==> src/rtl/note_ram_sequencer.sv <==
// Note RAM sequencer: records one note per beat into a 64x32 RAM and
// plays the recording back one note per beat, optionally looping.
module note_ram_sequencer #(
    parameter int ADDR_W = 6,
    parameter int DEPTH  = 64,
    parameter int DATA_W = 32
) (
    input  logic              clk,
    input  logic              resetn,
    input  logic              beat,
    input  logic              rec_start,
    input  logic              play_start,
    input  logic              stop,
    input  logic              loop_en,
    input  logic [DATA_W-1:0] note_in,
    input  logic [DATA_W-1:0] ram_q,
    output logic [ADDR_W-1:0] ram_addr,
    output logic              ram_wren,
    output logic [DATA_W-1:0] ram_wdata,
    output logic [DATA_W-1:0] note_out,
    output logic              note_valid,
    output logic              busy,
    output logic [1:0]        state,
    output logic [ADDR_W:0]   rec_len
);

    typedef enum logic [1:0] {
        IDLE   = 2'b00,
        RECORD = 2'b01,
        PLAY   = 2'b10
    } state_t;

    localparam logic [ADDR_W:0]   FULL  = (ADDR_W+1)'(DEPTH);
    localparam logic [ADDR_W:0]   ONE_L = (ADDR_W+1)'(1);
    localparam logic [ADDR_W-1:0] ONE_P = ADDR_W'(1);

    state_t            st;
    logic [ADDR_W-1:0] wr_ptr;
    logic [ADDR_W-1:0] rd_ptr;
    logic              cap_pend;
    logic              last_rd;

    assign last_rd = ({1'b0, rd_ptr} + ONE_L) == rec_len;
    assign state   = st;
    assign busy    = (st != IDLE);

    always_comb begin
        ram_addr = '0;
        unique case (st)
            RECORD:  ram_addr = wr_ptr;
            PLAY:    ram_addr = rd_ptr;
            default: ram_addr = '0;
        endcase
    end

    always_ff @(posedge clk) begin
        if (!resetn) begin
            st         <= IDLE;
            wr_ptr     <= '0;
            rd_ptr     <= '0;
            rec_len    <= '0;
            cap_pend   <= 1'b0;
            ram_wren   <= 1'b0;
            ram_wdata  <= '0;
            note_out   <= '0;
            note_valid <= 1'b0;
        end else begin
            note_valid <= 1'b0;
            unique case (st)
                IDLE: begin
                    ram_wren  <= 1'b0;
                    ram_wdata <= '0;
                    cap_pend  <= 1'b0;
                    if (rec_start) begin
                        st      <= RECORD;
                        wr_ptr  <= '0;
                        rec_len <= '0;
                    end else if (play_start && rec_len != '0) begin
                        st     <= PLAY;
                        rd_ptr <= '0;
                    end
                end
                RECORD: begin
                    ram_wren  <= 1'b0;
                    ram_wdata <= '0;
                    // a write in flight always completes, even on stop
                    if (ram_wren) begin
                        wr_ptr  <= wr_ptr + ONE_P;
                        rec_len <= rec_len + ONE_L;
                    end
                    if (stop || (ram_wren && (rec_len + ONE_L) == FULL)) begin
                        st <= IDLE;
                    end else if (beat && !ram_wren) begin
                        ram_wren  <= 1'b1;
                        ram_wdata <= note_in;
                    end
                end
                PLAY: begin
                    cap_pend <= beat && !stop;
                    if (cap_pend) begin
                        note_out   <= ram_q;
                        note_valid <= 1'b1;
                        if (!last_rd) begin
                            rd_ptr <= rd_ptr + ONE_P;
                        end else if (loop_en) begin
                            rd_ptr <= '0;
                        end else begin
                            st <= IDLE;
                        end
                    end
                    if (stop) begin
                        st <= IDLE;
                    end
                end
                default: st <= IDLE;
            endcase
        end
    end

endmodule
==> config.mk <==
export PLATFORM = sky130hd
export DESIGN_NAME = note_ram_sequencer
export DESIGN_NICKNAME = d
export VERILOG_FILES = /design/src/rtl/note_ram_sequencer.sv
export SDC_FILE = /design/constraint.sdc
export NUM_CORES = 1
export LEC_CHECK = 0
export ABC_AREA = 1
export BUFFER_PORTS_ARGS = -buffer_cell sky130_fd_sc_hd__buf_4
export CORE_UTILIZATION = 50
export DETAILED_ROUTE_END_ITERATION = 8
export MAX_ROUTING_LAYER = met4
export PLACE_DENSITY = 0.9
export SYNTH_ARGS = -nofsm -noshare
export SYNTH_HDL_FRONTEND = slang
export SYNTH_SLANG_ARGS = --single-unit
==> constraint.sdc <==
create_clock -name clk -period 3.1 [get_ports clk]
set_input_delay 0.62 -clock clk [delete_from_list [all_inputs] [get_ports clk]]
set_output_delay 0.62 -clock clk [all_outputs]
set_load 0.05 [all_outputs]
Word level (Yosys, flattened, before mapping)
Index checks and enable logic that the tools add are counted.
{"block": "classes", "add_sub_neg": 4, "eq_ne": 15, "muxes": 29, "n_reduce_logical": 17}
{"cell": "32-bit 2-to-1 mux", "count": 2}
{"cell": "32-bit one-hot mux with 2 select lines", "count": 1}
{"cell": "6-bit 2-to-1 mux", "count": 7}
{"cell": "6-bit one-hot mux with 2 select lines", "count": 3}
{"cell": "3-bit inequality test, second input constant", "count": 5}
{"cell": "2-bit 2-to-1 mux", "count": 7}
{"cell": "7-bit 2-to-1 mux", "count": 2}
{"cell": "7-bit one-hot mux with 2 select lines", "count": 1}
{"cell": "6-bit by 1-bit adder with 6-bit output, second input constant", "count": 2}
{"cell": "2-bit inequality test, second input constant", "count": 6}
{"cell": "5-bit AND reduction", "count": 2}
{"cell": "6-bit by 1-bit adder with 7-bit output, second input constant", "count": 1}
{"cell": "7-bit by 1-bit adder with 7-bit output, second input constant", "count": 1}
{"cell": "7-bit == test", "count": 1}
{"cell": "7-bit == test, second input constant", "count": 1}
{"cell": "7-bit nonzero test", "count": 1}
{"cell": "2-bit one-hot mux with 3 select lines", "count": 1}
{"cell": "2-bit nonzero test", "count": 3}
{"cell": "1-bit logical AND", "count": 4}
{"cell": "1-bit one-hot mux with 2 select lines", "count": 2}
{"cell": "2-bit AND reduction", "count": 2}
{"cell": "1-bit 2-to-1 mux", "count": 3}
{"cell": "3-bit AND reduction", "count": 1}
{"cell": "2-bit by 1-bit == test with 1-bit output, second input constant", "count": 1}
{"cell": "other kinds (4)", "count": 5}
{"block": "totals", "regBits": 88, "in_bits": 71, "output_inout_bits": 82, "elab_cells": 74}

Depth between registers and ports, before layout
{"block": "depth", "word_depth": 6, "mapped_depth": 13}

Least setup slack after synthesis
OpenSTA, ideal clock, no wires.
{"block": "synth_timing", "kind": "register to output", "start": "reg st[0], in the netlist state[0]", "end": "out ram_addr[0]", "arrival_ns": 2.173, "slack_ns": 0.307, "stages_incl_launch_ff": 7, "n_path_buf": 3, "cell_sequence": "dfxtp_1 > ha_1 > clkbuf_2 > buf_6 > buf_6 > nand2_1 > a21oi_1"}
{"block": "synth_between", "elab_chain_len": 2}
{"element": "from (decl)", "line_no": "37", "rtl": "state_t st;"}
{"element": "from (signal assigned)", "line_no": "58", "rtl": "st <= IDLE;"}
{"element": "from (signal assigned)", "line_no": "75", "rtl": "st <= RECORD;"}
{"element": "from (signal assigned)", "line_no": "79", "rtl": "st <= PLAY;"}
{"element": "2-bit == test or 2-bit by 1-bit == test with 1-bit output (tied branches)", "line_no": "49", "rtl": "unique case (st)"}
{"element": "6-bit one-hot mux with 2 select lines (*)", "line_no": "49"}
{"element": "to (decl)", "line_no": "17", "rtl": "output logic [ADDR_W-1:0] ram_addr,"}
Every way passes the cells marked *; elsewhere a longest branch is shown, timed or not.

Final worst setup path
{"block": "layout_timing", "start": "reg st[0], in the netlist state[0]", "end": "out ram_addr[5]"}
The elaborated chain is that of the path after synthesis.

==> metrics.txt <==
met2 usage 39.7%; die width 94.4 um; worst r2r dst ram_wdata[2]$_SDFFE_PN0P_; Unique masters post-synth 34; Sw Ratio a little over two fifths; die footprint 8910 um2; drt wl/cell 13.3 um; Final setup viols 0; clk buf depth 2; Placer Congestion 0.988; Rows 33; area grow syn2layout 29.9%; fillcell total 713; buffers added on ports around 150; Worst R2R Path Depth 11; most frequent cell after synthesis nand2_1; Max VDD drop 0.292 mV; Max stage delay on crit path 0.44 ns; Reg2Reg Setup Slack 0.84 ns; RSZ-0062 raised after global routing no; global-route wire length before repair 17000 um; Final Hold Viols 0; outcome complete, no violations; Clock power frac 22.7%; Synth top cells by count nand2_1 (113), nor2_1 (103), dfxtp_1 (88), inv_1 (44), o21ai_0 (37); worst-path cell chain inv_1 -> ha_1 -> nand2_1 -> a21oi_1 -> buf_4; Slew Viols, Final 0; multi-input logic area 2140 um2; max_cap viols 0; Starting Density 51.7%; area leader, netlist dfxtp_1; final worst-path cycle share 77.3%; CTS tree built; EDFF count, synth 0; vias in the first global route 3762; Ports around 150; # DRC 0; Via Count 4122; Total Nets Final 779; Setup TNS Final 0 ns; Startpoint Class flop; CP startpoint state[0]$_SDFFE_PN0P_; initial detailed-routing violation count 156; synthesized net count 639; Setup CP Type reg -> out; largest net degree at the start of global routing 44; Layout Skew a little under 0.01 ns; Syn Inst Count 560; Gates resized, CTS repair 0; top-area cell type share of the netlist area between 40% and 50%; Worst slew margin 34.8%; Gate power share 36.8%; drt via density around 5; Worst-path clk slew 0.10 ns; asr flop ratio synth 0%; worst hold path class reg -> reg; Synth area leaders dfxtp_1 (41%), nand2_1 (9.9%), nor2_1 (9.1%); Int Pwr between 1.5 and 2 mW; FMAX 0.417 GHz; CTS buffer count 9; Critical R2R Launch rec_len[1]$_SDFFE_PN0P_; H-tree level count 3; Power per Cell Area 567 nW/um2; worst-skew pair later-pin latency 0.36 ns; crit end category output port; Critical Path End ram_addr[5]; Primary FF master, synth dfxtp_1; Yosys reg bits 88; Most Crowded Layer GR met2; ratio of cells with drive above 1 in the final layout 34.8%; Detail Placement HPWL 7910 um; Slowest cell on crit path ha_1; Core ar. 8260 um2; antenna diode count 0; Syn Area/Cell 7.63 um2; Synth Warn # 0; remaining antenna violation count after routing 0; crit path max fanout 12; CTS sink cnt 88; minimum clock period after layout 2.40 ns; met1 GRT Util 30.1%; gr usage total 24.9%; Placed Cells 794; post-CTS setup buffers 0; initial antenna violation count 0; CTS root buf clkbuf_8; grt met3 use 5.56%; WL final 10800 um; Flop pwr share between 40% and 50%; final std cells w/o fill 810; mapped cell area 4270 um2; CTS Hold Bufs 0; register area 1760 um2; Critical Path AT 1.78 ns; Leak between 2 and 2.5 nW; Psw 1.31 mW; Die Y approximately 94 um; Hold WS just under 0.5 ns; pin slew with the least headroom to its limit 0.977 ns; grt total ovfl 0; DRT Pass-1 Iters 5; sequential share of the synthesized area 41.3%; CP required 2.48 ns
layout make-up:
class | count | area share (%)
Timing Repair Buffer | 156 | 21.1
Inverter | 46 | 3.11
Multi-Input combinational cell | 399 | 38.5
Tap cell | 105 | 2.37
Clock inverter | 6 | 0.812
Sequential cell | 88 | 31.8
Clock buffer | 10 | 2.30
worst max-delay path, delay by kind of cell, from the launching register on:
family / cells / cell delay (ns)
buf+inv: 2 / 0.31
simple gates: 1 / 0.12
flops: 1 / 0.35
compound gates: 1 / 0.19
fa+ha+maj: 1 / 0.44
cell families after synthesis:
| logic type | count (synthesis) | share of synthesized area, % |
|---|---|---|
| DFF | 88 | 41.3 |
| adders and majority gates | 8 | 2.34 |
| and+or+nand+nor | 292 | 32.7 |
| AOI/OAI and AO/OA | 95 | 14.1 |
| buffers and inverters | 73 | 8.79 |
| xor gates and xnor gates | 4 | 0.820 |
power groups by stage:
stage          logic, mW  registers (mW)  clock network [mW]
3_3_place_gp        1.13            1.29                   0
5_1_grt             1.27            1.28               0.787
4_1_cts             1.16            1.27               0.735
3_5_place_dp        1.15            1.30                   0
2_1_floorplan      0.761            1.42                   0
6_report            1.16            1.27               0.714
registers in the layout, summed over array words and instances (netlist names):
signal,count
cap_pend,1
note_out,32
note_valid,1
ram_wdata,32
ram_wren,1
rd_ptr,6
rec_len,7
state,2
wr_ptr,6
through the flow:
step                      power, mW  setup slack [ns]  util (%)  cell area, um2
after global placement         2.42              1.01      65.1            5380
after global routing           3.34             0.582      67.2            5550
after floorplan                2.18             0.307         -            4270
after CTS                      3.16             0.689      67.2            5550
after detailed placement       2.45             0.866      65.1            5380
final                          3.14             0.702      67.2            5550
cells in the final DEF, fill, tap and decap left out, types with 9 or more instances in the layout:
master and instances:
nand2_1 113, nand3_2 31, a21oi_2 30, inv_1 44, nor2_1 102, buf_4 156, nand3_1 22, o21ai_0 37
a21oi_1 24, dfxtp_1 88, clkbuf_8 9
how the worst min path moves through the flow:
stage | cells past startpoint | slack, ns | from | end
after floorplan | 2 | 0.48 | wr_ptr[1]$_SDFFE_PN0P_ | wr_ptr[1]$_SDFFE_PN0P_
after global placement | 2 | 0.46 | note_out[31]$_SDFFE_PN0P_ | note_out[31]$_SDFFE_PN0P_
after detailed placement | 2 | 0.47 | ram_wdata[17]$_SDFFE_PN0P_ | ram_wdata[17]$_SDFFE_PN0P_
after CTS | 2 | 0.48 | ram_wdata[17]$_SDFFE_PN0P_ | ram_wdata[17]$_SDFFE_PN0P_
after global routing | 3 | 0.49 | note_in[18] | ram_wdata[18]$_SDFFE_PN0P_
final | 2 | 0.48 | ram_wdata[17]$_SDFFE_PN0P_ | ram_wdata[17]$_SDFFE_PN0P_
layer usage:
metal	wire (um)	part of all wire [%]	vias to the layer above
met5	0	0	-
met4	298	2.8	0
met3	725	6.7	21
met2	5010	47	163
met1	4740	44	1866
li1	-	-	2072
Power figures use the tool's default switching activity.
